## src/rtl/pc_sequencer_if.sv

```systemverilog
// Decoder <-> PC-sequencer bundle: run handshake, control op, jump-table config and
// the control lines the sequencer drives into the program counter.
interface pc_sequencer_if #(
    parameter int PC_W  = 9,
    parameter int LUT_W = 4
);
    logic             Start;
    logic [2:0]       Op;
    logic [LUT_W-1:0] Target;
    logic             ZeroFlag;
    logic             Stall;
    logic [PC_W-1:0]  PC;
    logic             CfgWe;
    logic [LUT_W-1:0] CfgAddr;
    logic [PC_W-1:0]  CfgData;
    logic             PcInit;
    logic             Halt;
    logic             Branch;
    logic [PC_W-1:0]  JP;
    logic             Done;
    logic             Fault;

    modport master (
        output Start, Op, Target, ZeroFlag, Stall, PC, CfgWe, CfgAddr, CfgData,
        input  PcInit, Halt, Branch, JP, Done, Fault
    );

    modport slave (
        input  Start, Op, Target, ZeroFlag, Stall, PC, CfgWe, CfgAddr, CfgData,
        output PcInit, Halt, Branch, JP, Done, Fault
    );
endinterface

```

## src/rtl/pc_sequencer.sv

```systemverilog
// Program-counter control sequencer: Start/Done run handshake, jump-table branch
// resolution and a fixed-depth call/return stack with overflow/underflow fault.
module pc_sequencer #(
    parameter int PC_W  = 9,
    parameter int LUT_W = 4,
    parameter int STK_D = 4
) (
    input  logic          CLK,
    input  logic          Init,
    pc_sequencer_if.slave bus
);
    localparam int SP_W  = $clog2(STK_D + 1);
    localparam int IDX_W = (STK_D > 1) ? $clog2(STK_D) : 1;

    localparam logic [2:0] OP_NONE = 3'd0;
    localparam logic [2:0] OP_BRZ  = 3'd1;
    localparam logic [2:0] OP_BRNZ = 3'd2;
    localparam logic [2:0] OP_JMP  = 3'd3;
    localparam logic [2:0] OP_CALL = 3'd4;
    localparam logic [2:0] OP_RET  = 3'd5;
    localparam logic [2:0] OP_HALT = 3'd6;

    typedef enum logic [2:0] {
        S_IDLE  = 3'd0,
        S_CLR   = 3'd1,
        S_RUN   = 3'd2,
        S_DONE  = 3'd3,
        S_FAULT = 3'd4
    } state_t;

    state_t           r_state;
    state_t           w_next;
    logic [SP_W-1:0]  r_sp;
    logic [SP_W-1:0]  w_sp_dec;
    logic [PC_W-1:0]  r_lut   [2**LUT_W];
    logic [PC_W-1:0]  r_stack [STK_D];
    logic [PC_W-1:0]  w_lut_rd;
    logic [PC_W-1:0]  w_top;
    logic             w_full;
    logic             w_empty;
    logic             w_push;
    logic             w_pop;
    logic             w_halt;
    logic             w_branch;
    logic [PC_W-1:0]  w_jp;
    logic             w_done;
    logic             w_fault;

    // Table read sees the pre-edge contents, so a same-cycle write is not forwarded.
    assign w_lut_rd = r_lut[bus.Target];
    assign w_sp_dec = r_sp - SP_W'(1);
    assign w_top    = r_stack[w_sp_dec[IDX_W-1:0]];
    assign w_full   = (r_sp == SP_W'(STK_D));
    assign w_empty  = (r_sp == {SP_W{1'b0}});

    // Control decode: PC lines must be valid in the same cycle the PC acts on them.
    always_comb begin
        w_next   = r_state;
        w_halt   = 1'b0;
        w_branch = 1'b0;
        w_jp     = {PC_W{1'b0}};
        w_done   = 1'b0;
        w_fault  = 1'b0;
        w_push   = 1'b0;
        w_pop    = 1'b0;
        case (r_state)
            S_IDLE: begin
                w_halt = 1'b1;
                if (bus.Start) w_next = S_CLR;
                else           w_next = S_IDLE;
            end
            S_CLR: begin
                w_next = S_RUN;
            end
            S_RUN: begin
                if (bus.Stall) begin
                    w_halt = 1'b1;
                end else begin
                    case (bus.Op)
                        OP_NONE: w_branch = 1'b0;
                        OP_BRZ: begin
                            w_branch = bus.ZeroFlag;
                            w_jp     = w_lut_rd;
                        end
                        OP_BRNZ: begin
                            w_branch = ~bus.ZeroFlag;
                            w_jp     = w_lut_rd;
                        end
                        OP_JMP: begin
                            w_branch = 1'b1;
                            w_jp     = w_lut_rd;
                        end
                        OP_CALL: begin
                            if (w_full) begin
                                w_halt = 1'b1;
                                w_next = S_FAULT;
                            end else begin
                                w_push   = 1'b1;
                                w_branch = 1'b1;
                                w_jp     = w_lut_rd;
                            end
                        end
                        OP_RET: begin
                            if (w_empty) begin
                                w_halt = 1'b1;
                                w_next = S_FAULT;
                            end else begin
                                w_pop    = 1'b1;
                                w_branch = 1'b1;
                                w_jp     = w_top;
                            end
                        end
                        OP_HALT: begin
                            w_halt = 1'b1;
                            w_next = S_DONE;
                        end
                        default: w_branch = 1'b0;
                    endcase
                end
            end
            S_DONE: begin
                w_halt = 1'b1;
                w_done = 1'b1;
                if (bus.Start) w_next = S_CLR;
                else           w_next = S_DONE;
            end
            S_FAULT: begin
                w_halt  = 1'b1;
                w_fault = 1'b1;
            end
            default: begin
                w_halt = 1'b1;
                w_next = S_IDLE;
            end
        endcase
    end

    assign bus.PcInit = Init | (r_state == S_CLR);
    assign bus.Halt   = w_halt;
    assign bus.Branch = w_branch;
    assign bus.JP     = w_jp;
    assign bus.Done   = w_done;
    assign bus.Fault  = w_fault;

    // State, stack pointer and jump table; Init wins over any concurrent table write.
    always_ff @(posedge CLK) begin
        if (Init) begin
            r_state <= S_IDLE;
            r_sp    <= {SP_W{1'b0}};
            r_lut   <= '{default: {PC_W{1'b0}}};
        end else begin
            r_state <= w_next;
            if (bus.CfgWe) r_lut[bus.CfgAddr] <= bus.CfgData;
            if (r_state == S_CLR) begin
                r_sp <= {SP_W{1'b0}};
            end else if (w_push) begin
                r_sp <= r_sp + SP_W'(1);
            end else if (w_pop) begin
                r_sp <= w_sp_dec;
            end else begin
                r_sp <= r_sp;
            end
        end
    end

    // Return-address storage; contents are don't-care until pushed.
    always_ff @(posedge CLK) begin
        if (w_push && !Init) r_stack[r_sp[IDX_W-1:0]] <= bus.PC + PC_W'(1);
    end
endmodule

```

## src/flat_wrapper.sv

```systemverilog
// flat-port wrapper written by rule: the top's interface ports become plain ports
module pc_sequencer_flat 
#(
    parameter int PC_W  = 9,
    parameter int LUT_W = 4,
    parameter int STK_D = 4
)
  (CLK, Init, bus_Start, bus_Op, bus_Target, bus_ZeroFlag, bus_Stall, bus_PC, bus_CfgWe, bus_CfgAddr, bus_CfgData, bus_PcInit, bus_Halt, bus_Branch, bus_JP, bus_Done, bus_Fault);
  pc_sequencer_if #(.PC_W(PC_W), .LUT_W(LUT_W)) bus_i ();
  input  logic CLK;
  input  logic Init;
  input wire logic [$bits(bus_i.Start)-1:0] bus_Start;
  input wire logic [$bits(bus_i.Op)-1:0] bus_Op;
  input wire logic [$bits(bus_i.Target)-1:0] bus_Target;
  input wire logic [$bits(bus_i.ZeroFlag)-1:0] bus_ZeroFlag;
  input wire logic [$bits(bus_i.Stall)-1:0] bus_Stall;
  input wire logic [$bits(bus_i.PC)-1:0] bus_PC;
  input wire logic [$bits(bus_i.CfgWe)-1:0] bus_CfgWe;
  input wire logic [$bits(bus_i.CfgAddr)-1:0] bus_CfgAddr;
  input wire logic [$bits(bus_i.CfgData)-1:0] bus_CfgData;
  output wire logic [$bits(bus_i.PcInit)-1:0] bus_PcInit;
  output wire logic [$bits(bus_i.Halt)-1:0] bus_Halt;
  output wire logic [$bits(bus_i.Branch)-1:0] bus_Branch;
  output wire logic [$bits(bus_i.JP)-1:0] bus_JP;
  output wire logic [$bits(bus_i.Done)-1:0] bus_Done;
  output wire logic [$bits(bus_i.Fault)-1:0] bus_Fault;
  assign bus_i.Start = bus_Start;
  assign bus_i.Op = bus_Op;
  assign bus_i.Target = bus_Target;
  assign bus_i.ZeroFlag = bus_ZeroFlag;
  assign bus_i.Stall = bus_Stall;
  assign bus_i.PC = bus_PC;
  assign bus_i.CfgWe = bus_CfgWe;
  assign bus_i.CfgAddr = bus_CfgAddr;
  assign bus_i.CfgData = bus_CfgData;
  assign bus_PcInit = bus_i.PcInit;
  assign bus_Halt = bus_i.Halt;
  assign bus_Branch = bus_i.Branch;
  assign bus_JP = bus_i.JP;
  assign bus_Done = bus_i.Done;
  assign bus_Fault = bus_i.Fault;
  pc_sequencer #(.PC_W(PC_W), .LUT_W(LUT_W), .STK_D(STK_D)) u_core (.CLK(CLK), .Init(Init), .bus(bus_i));
endmodule
```

## config.mk

```make
export PLATFORM = sky130hd
export DESIGN_NAME = pc_sequencer_flat
export DESIGN_NICKNAME = d
export VERILOG_FILES = /design/src/rtl/pc_sequencer_if.sv /design/src/rtl/pc_sequencer.sv /design/src/flat_wrapper.sv
export SDC_FILE = /design/constraint.sdc
export NUM_CORES = 1
export LEC_CHECK = 0
export CORE_MARGIN = 2
export CORE_UTILIZATION = 50
export CTS_CLUSTER_DIAMETER = 50
export CTS_CLUSTER_SIZE = 10
export DETAILED_ROUTE_END_ITERATION = 16
export PLACE_DENSITY_LB_ADDON = 0.1
export SLEW_MARGIN = 20
export SYNTH_ARGS = -nofsm -noshare
export SYNTH_HDL_FRONTEND = slang
export SYNTH_SLANG_ARGS = --single-unit
export TNS_END_PERCENT = 5
```

## constraint.sdc

```tcl
create_clock -name CLK -period 5.16 [get_ports CLK]
set_input_delay 0.774 -clock CLK [delete_from_list [all_inputs] [get_ports CLK]]
set_output_delay 0.774 -clock CLK [all_outputs]
set_load 0.1 [all_outputs]
```

**Word-level counts from Yosys, hierarchy flattened**

Memory sizes are Yosys's and may differ from the RTL's.
Index checks and enable logic that the tools add are counted.

- Register bits after elaboration: 150
- Memory bits (writable): 36
- Bits of input ports: 35
- Output and inout bits: 14
- Word-level logic and storage cells: 94
- Memories kept: 1

- $add $sub $neg: 3
- Order comparisons: 3
- Equality and inequality tests: 15
- Mux-type cells: 40
- Bitwise logic cells: 5
- Reductions and logical operators: 9

Memories:

| name | depth | bits a word | read ports | clocked after Yosys merged registers in | write ports | line | RTL |
|---|---|---|---|---|---|---|---|
| u_core.r_stack | 4 | 9 | 1 | 0 | 1 | pc_sequencer.sv:36 | `logic [PC_W-1:0] r_stack [STK_D];` |

Operators by type and width:

| cell | count |
|---|---|
| $bwmux 144 | 1 |
| $mux 9 | 7 |
| $bmux 9 s4 | 1 |
| $demux 9 s4 | 1 |
| $pmux 9 s3 | 1 |
| $mux 1 | 18 |
| $eq 3x3->1 const B | 5 |
| $mux 3 | 5 |
| $pmux 3 s5 | 1 |
| $eq 3x2->1 const B | 4 |
| $ge 5x5->1 const B | 2 |
| $not 4->5 | 2 |
| $add 9x1->9 const B | 1 |
| $pmux 3 s3 | 1 |
| $eq 3x1->1 const B | 2 |
| $logic_not 3->1 | 2 |
| $ne 3x2->1 const B | 2 |
| $lt 5x1->1 const B | 1 |
| $pmux 1 s5 | 1 |
| $reduce_and 5->1 | 1 |
| $ne 4x3->1 const B | 1 |
| $add 3x1->3 const B | 1 |
| $pmux 1 s3 | 1 |
| $reduce_or 3->1 | 1 |
| other kinds (10) | 12 |

**Depth between registers and ports, before layout**

Gate-level depths: netlist of the first run.

- Word-level depth: 8
- Gate-level depth with buffers: 8
- Mapped depth without buffers: 7

**Least setup slack after synthesis of the first run**

Ideal clock, no wire load.

- Kind: in2out
- From: input bus_Op[0]
- To: output bus_Halt
- Arrival: 3.452 ns
- Data required time: 4.386 ns
- Setup slack: 0.934 ns
- Stages: 6
- Buffers on the path: 1
- Path through: buf_2 > xor2_1 > nand2_1 > nor2_1 > nor4_1 > o21ai_0

- Word-level cells in the longest chain between the ends: 4
- Elaborated cells on any way between the ends: 6
- Those cells by class: 3 x eq/ne; 3 x mux

RTL lines:

| element | line | RTL |
|---|---|---|
| from (decl) | flat_wrapper.sv:13 | `input wire logic [$bits(bus_i.Op)-1:0] bus_Op;` |
| $eq 3x3->1 | pc_sequencer.sv:79 | `case (bus.Op)` |
| $pmux 1 s3 (*) | pc_sequencer.sv:79 |  |
| $mux 1 (*) | pc_sequencer.sv:76 | `if (bus.Stall) begin` |
| $pmux 1 s2 (*) | pc_sequencer.sv:66 | `case (r_state)` |
| to (decl) | flat_wrapper.sv:22 | `output wire logic [$bits(bus_i.Halt)-1:0] bus_Halt;` |

Mark *: on every way between the ends. The rest lies on a longest branch, timed or not.

**Worst setup path in the final report of the first run**

- From: input bus_Target[2]
- To: output bus_JP[5]

- Word-level cells in the longest chain between the ends: 8

RTL lines:

| element | line | RTL |
|---|---|---|
| from (decl) | flat_wrapper.sv:14 | `input wire logic [$bits(bus_i.Target)-1:0] bus_Target;` |
| $not 4->5 (implied by the code) (*) | pc_sequencer.sv:50 | `assign w_lut_rd = r_lut[bus.Target];` |
| $bmux 9 s4 (*) | pc_sequencer.sv:50 |  |
| $mux 9 (implied by the code) (*) (2 in series) | pc_sequencer.sv:50 |  |
| $mux 9 | pc_sequencer.sv:94 | `if (w_full) begin` |
| $pmux 9 s3 (*) | pc_sequencer.sv:79 |  |
| $mux 9 (*) | pc_sequencer.sv:76 |  |
| $mux 9 (*) | pc_sequencer.sv:66 |  |
| to (decl) | flat_wrapper.sv:24 | `output wire logic [$bits(bus_i.JP)-1:0] bus_JP;` |

Mark *: on every way between the ends. The rest lies on a longest branch, timed or not. The select of a mux whose other input is x is not followed.

==> impl_metrics.json, run 1 <==
{
  "drive_gt1_frac": 0.1141,
  "fill_cells": 1422,
  "htreeDepth": 4,
  "n_antenna_cell": 0,
  "layout_min_cycle_time_ns": 4.226,
  "synth_area_leader_cell": "dfxtp_1",
  "holdPathStages": 2,
  "wl_mm": 21.05,
  "io_buffers": 48,
  "startpoint_type": "input port",
  "hpwl_mm": 13.77,
  "postCtsSetupRepairBufs": 0,
  "yosysTopAreaCellShare": 0.3497,
  "gp_congestion": 0.8045,
  "synthCells": 774,
  "drt-pass1-iter-count": 5,
  "syn_nets": 815,
  "wl_met1_mm": 9.776,
  "synth_seq_cells": 186,
  "drc_errors": 0,
  "combPwrFrac": 0.080,
  "cts_tree": "built",
  "yosys_warnings": 0,
  "nets": 834,
  "die_area_mm2": 0.01824,
  "met3_wirelength_um": 873,
  "synth_edf_count": 36,
  "worst_slack_ns": 0.9336,
  "grt_max_degree": 86,
  "async_reset_ff_frac": 0,
  "syn_area_mm2": 0.008588,
  "post-route-period-util": 0.8191,
  "dpl-instance-area_mm2": 0.009076,
  "netlist_top_cells_count": "mux2i_1 (187), nor2_1 (158), dfxtp_1 (150)",
  "synthFlopType": "dfxtp_1",
  "ys_types": 57,
  "r2r_cells": 7,
  "finalPower_mw": 3.035,
  "overflow": 0,
  "worstHoldEndpoint": "u_core.r_lut[88]$_SDFFE_PP0P_",
  "highest_layer": "met4",
  "power_switching_uw": 729.9,
  "synth_area_per_cell_um2": 11.10,
  "synth.top_cells.by_area": "dfxtp_1 (35%), mux2i_1 (22%), edfxtp_1 (13%)",
  "numCtsBuffers": 17,
  "hold_viol": 0,
  "wl_met2_mm": 9.824,
  "fin_util": 0.5779,
  "grt_util_all_layers": 0.2391,
  "internal-power_mw": 2.305,
  "drv_slew": 0,
  "postCtsHoldBufs": 0,
  "crit_path_end_kind": "output port",
  "yosysMostFrequentCell": "mux2i_1",
  "area_growth_pct": 12.38,
  "power.share.sequential": 0.497,
  "criticalPathCategory": "input port to output port",
  "grt_first_pass_wirelength_mm": 32.71,
  "core_area_mm2": 0.01670,
  "power.density_mw_per_mm2": 314.4,
  "tns_ns": 0,
  "setup_viol": 0,
  "start_util": 0.5142,
  "antenna_found_initial": 0,
  "clock_sinks": 186,
  "vias_per_cell": 5.779,
  "drv_cap": 0,
  "cts_resized": 0,
  "max_freq_mhz": 236.6,
  "ioPinCount": 49,
  "path_clk_slew_ns": 0.07,
  "dieWidth_um": 135.1,
  "cp_data_arrival_time_ns": 3.45,
  "cts_buffer_depth": 2,
  "rsz0062_at_grt": "no",
  "ctsRootBufferMaster": "clkbuf_16",
  "cp.required_ns": 4.39,
  "hold_class": "register to register",
  "final_area_mm2": 0.009652,
  "whs_ns": 0.4886,
  "postRouteAntennaNets": 0,
  "die_height_um": 135.1,
  "skew_ns": 0.007116,
  "reg2reg_from": "u_core.r_sp[0]$_SDFFE_PP0P_",
  "final_cells": 1026,
  "leakagePower_nw": 3.719,
  "grt_pass1_vias": 5798,
  "ir_drop_mv": 0.2454,
  "clockPowerShare": 0.423,
  "place_inst": 994,
  "routed-via-count": 5929,
  "drt_iter0_drc": 359,
  "clock_latency_ns": 0.43,
  "netSwitchingFraction": 0.2405,
  "ys_seq_area_frac": 0.4755,
  "hold_start": "u_core.r_lut[88]$_SDFFE_PP0P_",
  "relSlewSlack": 0.3361,
  "pre_cts_slack_ns": 0.9564,
  "r2r_end": "u_core.r_stack[3][5]$_DFFE_PP_",
  "worst_slew_pin_slew_ns": 0.9929,
  "rrSetupSlack_ns": 2.31,
  "wl_per_cell_um": 20.51,
  "cp_max_fo": 20,
  "rows": 47,
  "outcome": "finished, final reports clean"
}
[power groups by stage]
stage               registers, mW  clock network, mW  logic, mW
global placement             1.54                  0      0.236
detailed placement           1.54                  0      0.242
finish                       1.51               1.28      0.243
CTS                          1.51               1.30      0.243
floorplan                    1.53                  0      0.172
global route                 1.51               1.36      0.261
[how the worst max path moves through the flow]
| stage | slack (ns) | cells after the start | end | startpoint |
|---|---|---|---|---|
| floorplan | 0.93 | 6 | bus_Halt | bus_Op[0] |
| detailed placement | 0.96 | 7 | bus_JP[4] | bus_Target[2] |
| global placement | 1.05 | 7 | bus_JP[4] | bus_Target[2] |
| CTS | 0.96 | 7 | bus_JP[4] | bus_Target[2] |
| global route | 0.72 | 7 | bus_JP[8] | bus_Target[2] |
| finish | 0.93 | 7 | bus_JP[5] | bus_Target[2] |
[cell families after synthesis]
group,after synthesis,share of synthesized area
AOI/OAI and AO/OA,55,0.04779
xor gates and xnor gates,11,0.01122
adders and majority gates,6,0.008741
buffers and inverters,63,0.03701
DFF,186,0.4755
muxes,213,0.2853
and+or+nand+nor,240,0.1345
[sequential cells by signal (all words and copies together), names as in the netlist]
signal / cells
u_core.r_sp: 3
u_core.r_stack: 36
u_core.r_state: 3
u_core.r_lut: 144
[critical path, cell delays in order]
cell             delay (ns)
clkdlybuf4s50_1        1.12
nor2b_1                0.65
a22o_1                 0.24
a221oi_1               0.06
a32oi_1                0.26
a21oi_1                0.11
buf_4                  0.24
[final cells by class]
class | count | area [µm²] | area share
Clock buffer | 19 | 432.9 | 0.04485
Timing Repair Buffer | 55 | 500.5 | 0.05185
Inverter | 8 | 30.03 | 0.003111
Sequential cell | 186 | 4084 | 0.4231
Clock inverter | 13 | 142.6 | 0.01478
Tap cell | 220 | 275.3 | 0.02852
Multi-Input combinational cell | 525 | 4187 | 0.4338
[placed cells by master (no fill, tap or decap), types with 2 or more instances in the layout]
cell / n
a211oi_1: 2
mux4_2: 24
nand3_1: 4
xor2_1: 4
clkinvlp_4: 5
ha_1: 6
a22o_1: 5
clkbuf_1: 2
inv_6: 3
o21ai_1: 4
nor2_4: 9
or3b_1: 2
and2_1: 7
or3_1: 5
clkinvlp_2: 2
xnor2_1: 7
edfxtp_1: 36
nor3b_1: 2
bufinv_16: 2
a21oi_1: 10
o21ai_0: 3
a221oi_1: 5
nand2b_1: 7
nand2_1: 16
a22oi_1: 11
inv_1: 8
clkdlybuf4s50_1: 35
a32oi_1: 5
nand3b_2: 2
mux2i_1: 187
nor2b_1: 7
buf_4: 20
nor4b_1: 2
nand4_1: 3
nor3_1: 4
nor2_1: 158
clkbuf_16: 17
and3_1: 5
dfxtp_1: 150
[metal layers]
| layer | GRT usage | up-vias |
|---|---|---|
| li1 | - | 2785 |
| met1 | 0.3280 | 2954 |
| met2 | 0.3796 | 153 |
| met3 | 0.04354 | 37 |
| met4 | 0.08854 | 0 |
| met5 | 0 | - |
No activity file was read; power rests on OpenSTA's default activity.
==> run 2, diff against run 1 <==
==> constraint.sdc (replaced) <==
create_clock -name CLK -period 3.75 [get_ports CLK]
set_input_delay 0.5625 -clock CLK [delete_from_list [all_inputs] [get_ports CLK]]
set_output_delay 0.5625 -clock CLK [all_outputs]
set_load 0.1 [all_outputs]
==> run 2 against run 1 <==
Effect of this change: sequential power grew 38%; highest routed layer unchanged; critical path depth increased by 1; critical path type is now register to output port; wire length decreased by 3.2%; clock skew fell by 0.00062 ns; global-route usage shrank 0.38 points; largest power group unchanged; worst hold slack about the same; critical endpoint is now bus_JP[6]; sequential share of layout area down 0.91 points; non-clock buffer count grew 5; core utilization grew 1.3 points; design area is 2.2% higher; sequential cell count unchanged.
==> impl_metrics.json, run 2 (synthesis gave the netlist of run 1 again) <==
{
  "wl_per_cell_um": 19.76,
  "holdPathStages": 2,
  "post-route-period-util": 0.9261,
  "vias_per_cell": 5.691,
  "crit_path_end_kind": "output port",
  "drc_errors": 0,
  "outcome": "finished, final reports clean",
  "wl_met2_mm": 9.714,
  "cp_slowest_cell": "nor2b_1",
  "cp.required_ns": 3.19,
  "nets": 839,
  "drt-pass1-iter-count": 5,
  "max_freq_mhz": 288.0,
  "skew_ns": 0.006496,
  "criticalPathCategory": "register to output port",
  "core_area_mm2": 0.01670,
  "ctsRootBufferMaster": "clkbuf_16",
  "met3_wirelength_um": 817,
  "path_clk_slew_ns": 0.07,
  "wl_mm": 20.37,
  "die_area_mm2": 0.01824,
  "place_inst": 999,
  "rrSetupSlack_ns": 1.17,
  "worst_slew_pin_slew_ns": 0.9688,
  "drive_gt1_frac": 0.1221,
  "cts_buffer_depth": 2,
  "hold_class": "register to register",
  "clock_sinks": 186,
  "hold_start": "u_core.r_lut[88]$_SDFFE_PP0P_",
  "overflow": 0,
  "ioPinCount": 49,
  "fill_cells": 1388,
  "ff_latch_area_mm2": 0.004084,
  "multi_input_area_mm2": 0.004190,
  "tns_ns": 0,
  "pre_cts_slack_ns": 0.3201,
  "die_height_um": 135.1,
  "fin_util": 0.5906,
  "layout_min_cycle_time_ns": 3.473,
  "final_cells": 1031,
  "postRouteAntennaNets": 0,
  "grt_pass1_vias": 6019,
  "hold_viol": 0,
  "postCtsSetupRepairBufs": 0,
  "drv_cap": 0,
  "setup_viol": 0,
  "grt_util_all_layers": 0.2353,
  "largest_register": "u_core.r_lut",
  "rsz0062_at_grt": "no",
  "layout_common_cells": "mux2i_1 (187), nor2_1 (158), dfxtp_1 (150)",
  "grt_max_degree": 90,
  "startpoint_type": "register",
  "r2r_end": "u_core.r_stack[0][1]$_DFFE_PP_",
  "cts_resized": 0,
  "ir_drop_mv": 0.3509,
  "worst_path_largest_cell_delay_ns": 0.42,
  "critPathTopFamily": "compound AO/OA/AOI/OAI gates",
  "crit_chain": "inv_1 > ha_1 > and2_1 > o32a_1 > nor2b_1 > a32oi_1 > a21oi_1 > buf_12",
  "largest_reg_flops": 144,
  "grt_first_pass_wirelength_mm": 32.41,
  "rows": 47,
  "highest_layer": "met4",
  "cp_max_fo": 5,
  "worstHoldEndpoint": "u_core.r_lut[88]$_SDFFE_PP0P_",
  "numCtsBuffers": 17,
  "wl_met1_mm": 9.383,
  "cts_tree": "built",
  "leakagePower_nw": 3.800,
  "cp_data_arrival_time_ns": 2.91,
  "drt_iter0_drc": 409,
  "antenna_found_initial": 0,
  "io_buffers": 48,
  "drv_slew": 0,
  "relSlewSlack": 0.3521,
  "gp_congestion": 0.8342,
  "htreeDepth": 4,
  "start_util": 0.5142,
  "routed-via-count": 5867,
  "dieWidth_um": 135.1,
  "hpwl_mm": 13.88,
  "reg2reg_from": "u_core.r_sp[1]$_SDFFE_PP0P_",
  "worst_slack_ns": 0.2772,
  "area_growth_pct": 14.85,
  "worst-path-buf-inv": 2,
  "layout_commonest_cell": "mux2i_1",
  "power.density_mw_per_mm2": 438.2,
  "finalPower_mw": 4.322,
  "r2r_cells": 6,
  "postCtsHoldBufs": 0,
  "clock_latency_ns": 0.44,
  "n_antenna_cell": 0
}
[run 2: cell count changes in the layout (fill, tap and decap cells not counted), sizes merged]
cell	change
buf	+6
clkdlybuf4s50	-1
inv	-1
clkbuf	-1
bufinv	+2
clkinv	+2
clkinvlp	-2
[run 2: routing by layer]
metal / up-vias / GRT usage
li1: 2797 / -
met3: 29 / 0.05330
met5: - / 0
met2: 131 / 0.3866
met4: 0 / 0.07465
met1: 2910 / 0.3105
[run 2: stage by stage]
stage / area (µm²) / hold WS (ns)
final: 9863 / 0.4886
after global routing: 9863 / 0.5108
after global placement: 9240 / 0.4685
after floorplan: 8592 / 0.4546
after CTS: 9863 / 0.4972
after detailed placement: 9240 / 0.4800
[run 2: where the power goes]
group	internal [mW]	switching, mW
sequential	2.06	0.0156
combinational	0.132	0.206
clock	1.12	0.792
total	3.31	1.01
[run 2: worst reg2reg max path: stages, from the launching register on]
cell and delay, ns:
dfxtp_1 0.38, inv_1 0.10, ha_1 0.24, and2_1 0.20
or3_1 0.39, nor3b_1 0.37, and2_1 0.53
[run 2: area by class of cell]
type,count,share of cell area
Clock buffer,18,0.04351
Clock inverter,14,0.01966
Inverter,8,0.003045
Multi-Input combinational cell,525,0.4248
Sequential cell,186,0.4141
Tap cell,220,0.02791
Timing Repair Buffer,60,0.06698
[run 2: how the worst max path moves through the flow]
stage | end | cells past startpoint | slack (ns) | from
final | bus_JP[6] | 8 | 0.28 | u_core.r_sp[1]$_SDFFE_PP0P_
after global routing | bus_JP[6] | 8 | 0.11 | u_core.r_sp[1]$_SDFFE_PP0P_
after CTS | bus_JP[6] | 8 | 0.27 | u_core.r_sp[1]$_SDFFE_PP0P_
after detailed placement | bus_JP[4] | 7 | 0.32 | bus_Target[2]
after global placement | bus_JP[6] | 7 | 0.39 | bus_Target[2]
after floorplan | bus_JP[5] | 8 | -0.25 | u_core.r_sp[0]$_SDFFE_PP0P_
==> run 3, diff against run 2 <==
--- a/config.mk
+++ b/config.mk
@@ -5,6 +5,7 @@
 export SDC_FILE = /design/constraint.sdc
 export NUM_CORES = 1
 export LEC_CHECK = 0
+export CAP_MARGIN = 20
 export CORE_MARGIN = 2
 export CORE_UTILIZATION = 50
 export CTS_CLUSTER_DIAMETER = 50
==> results of run 3 <==
Same layout as run 2: the final DEF is identical, and so are final timing and power.
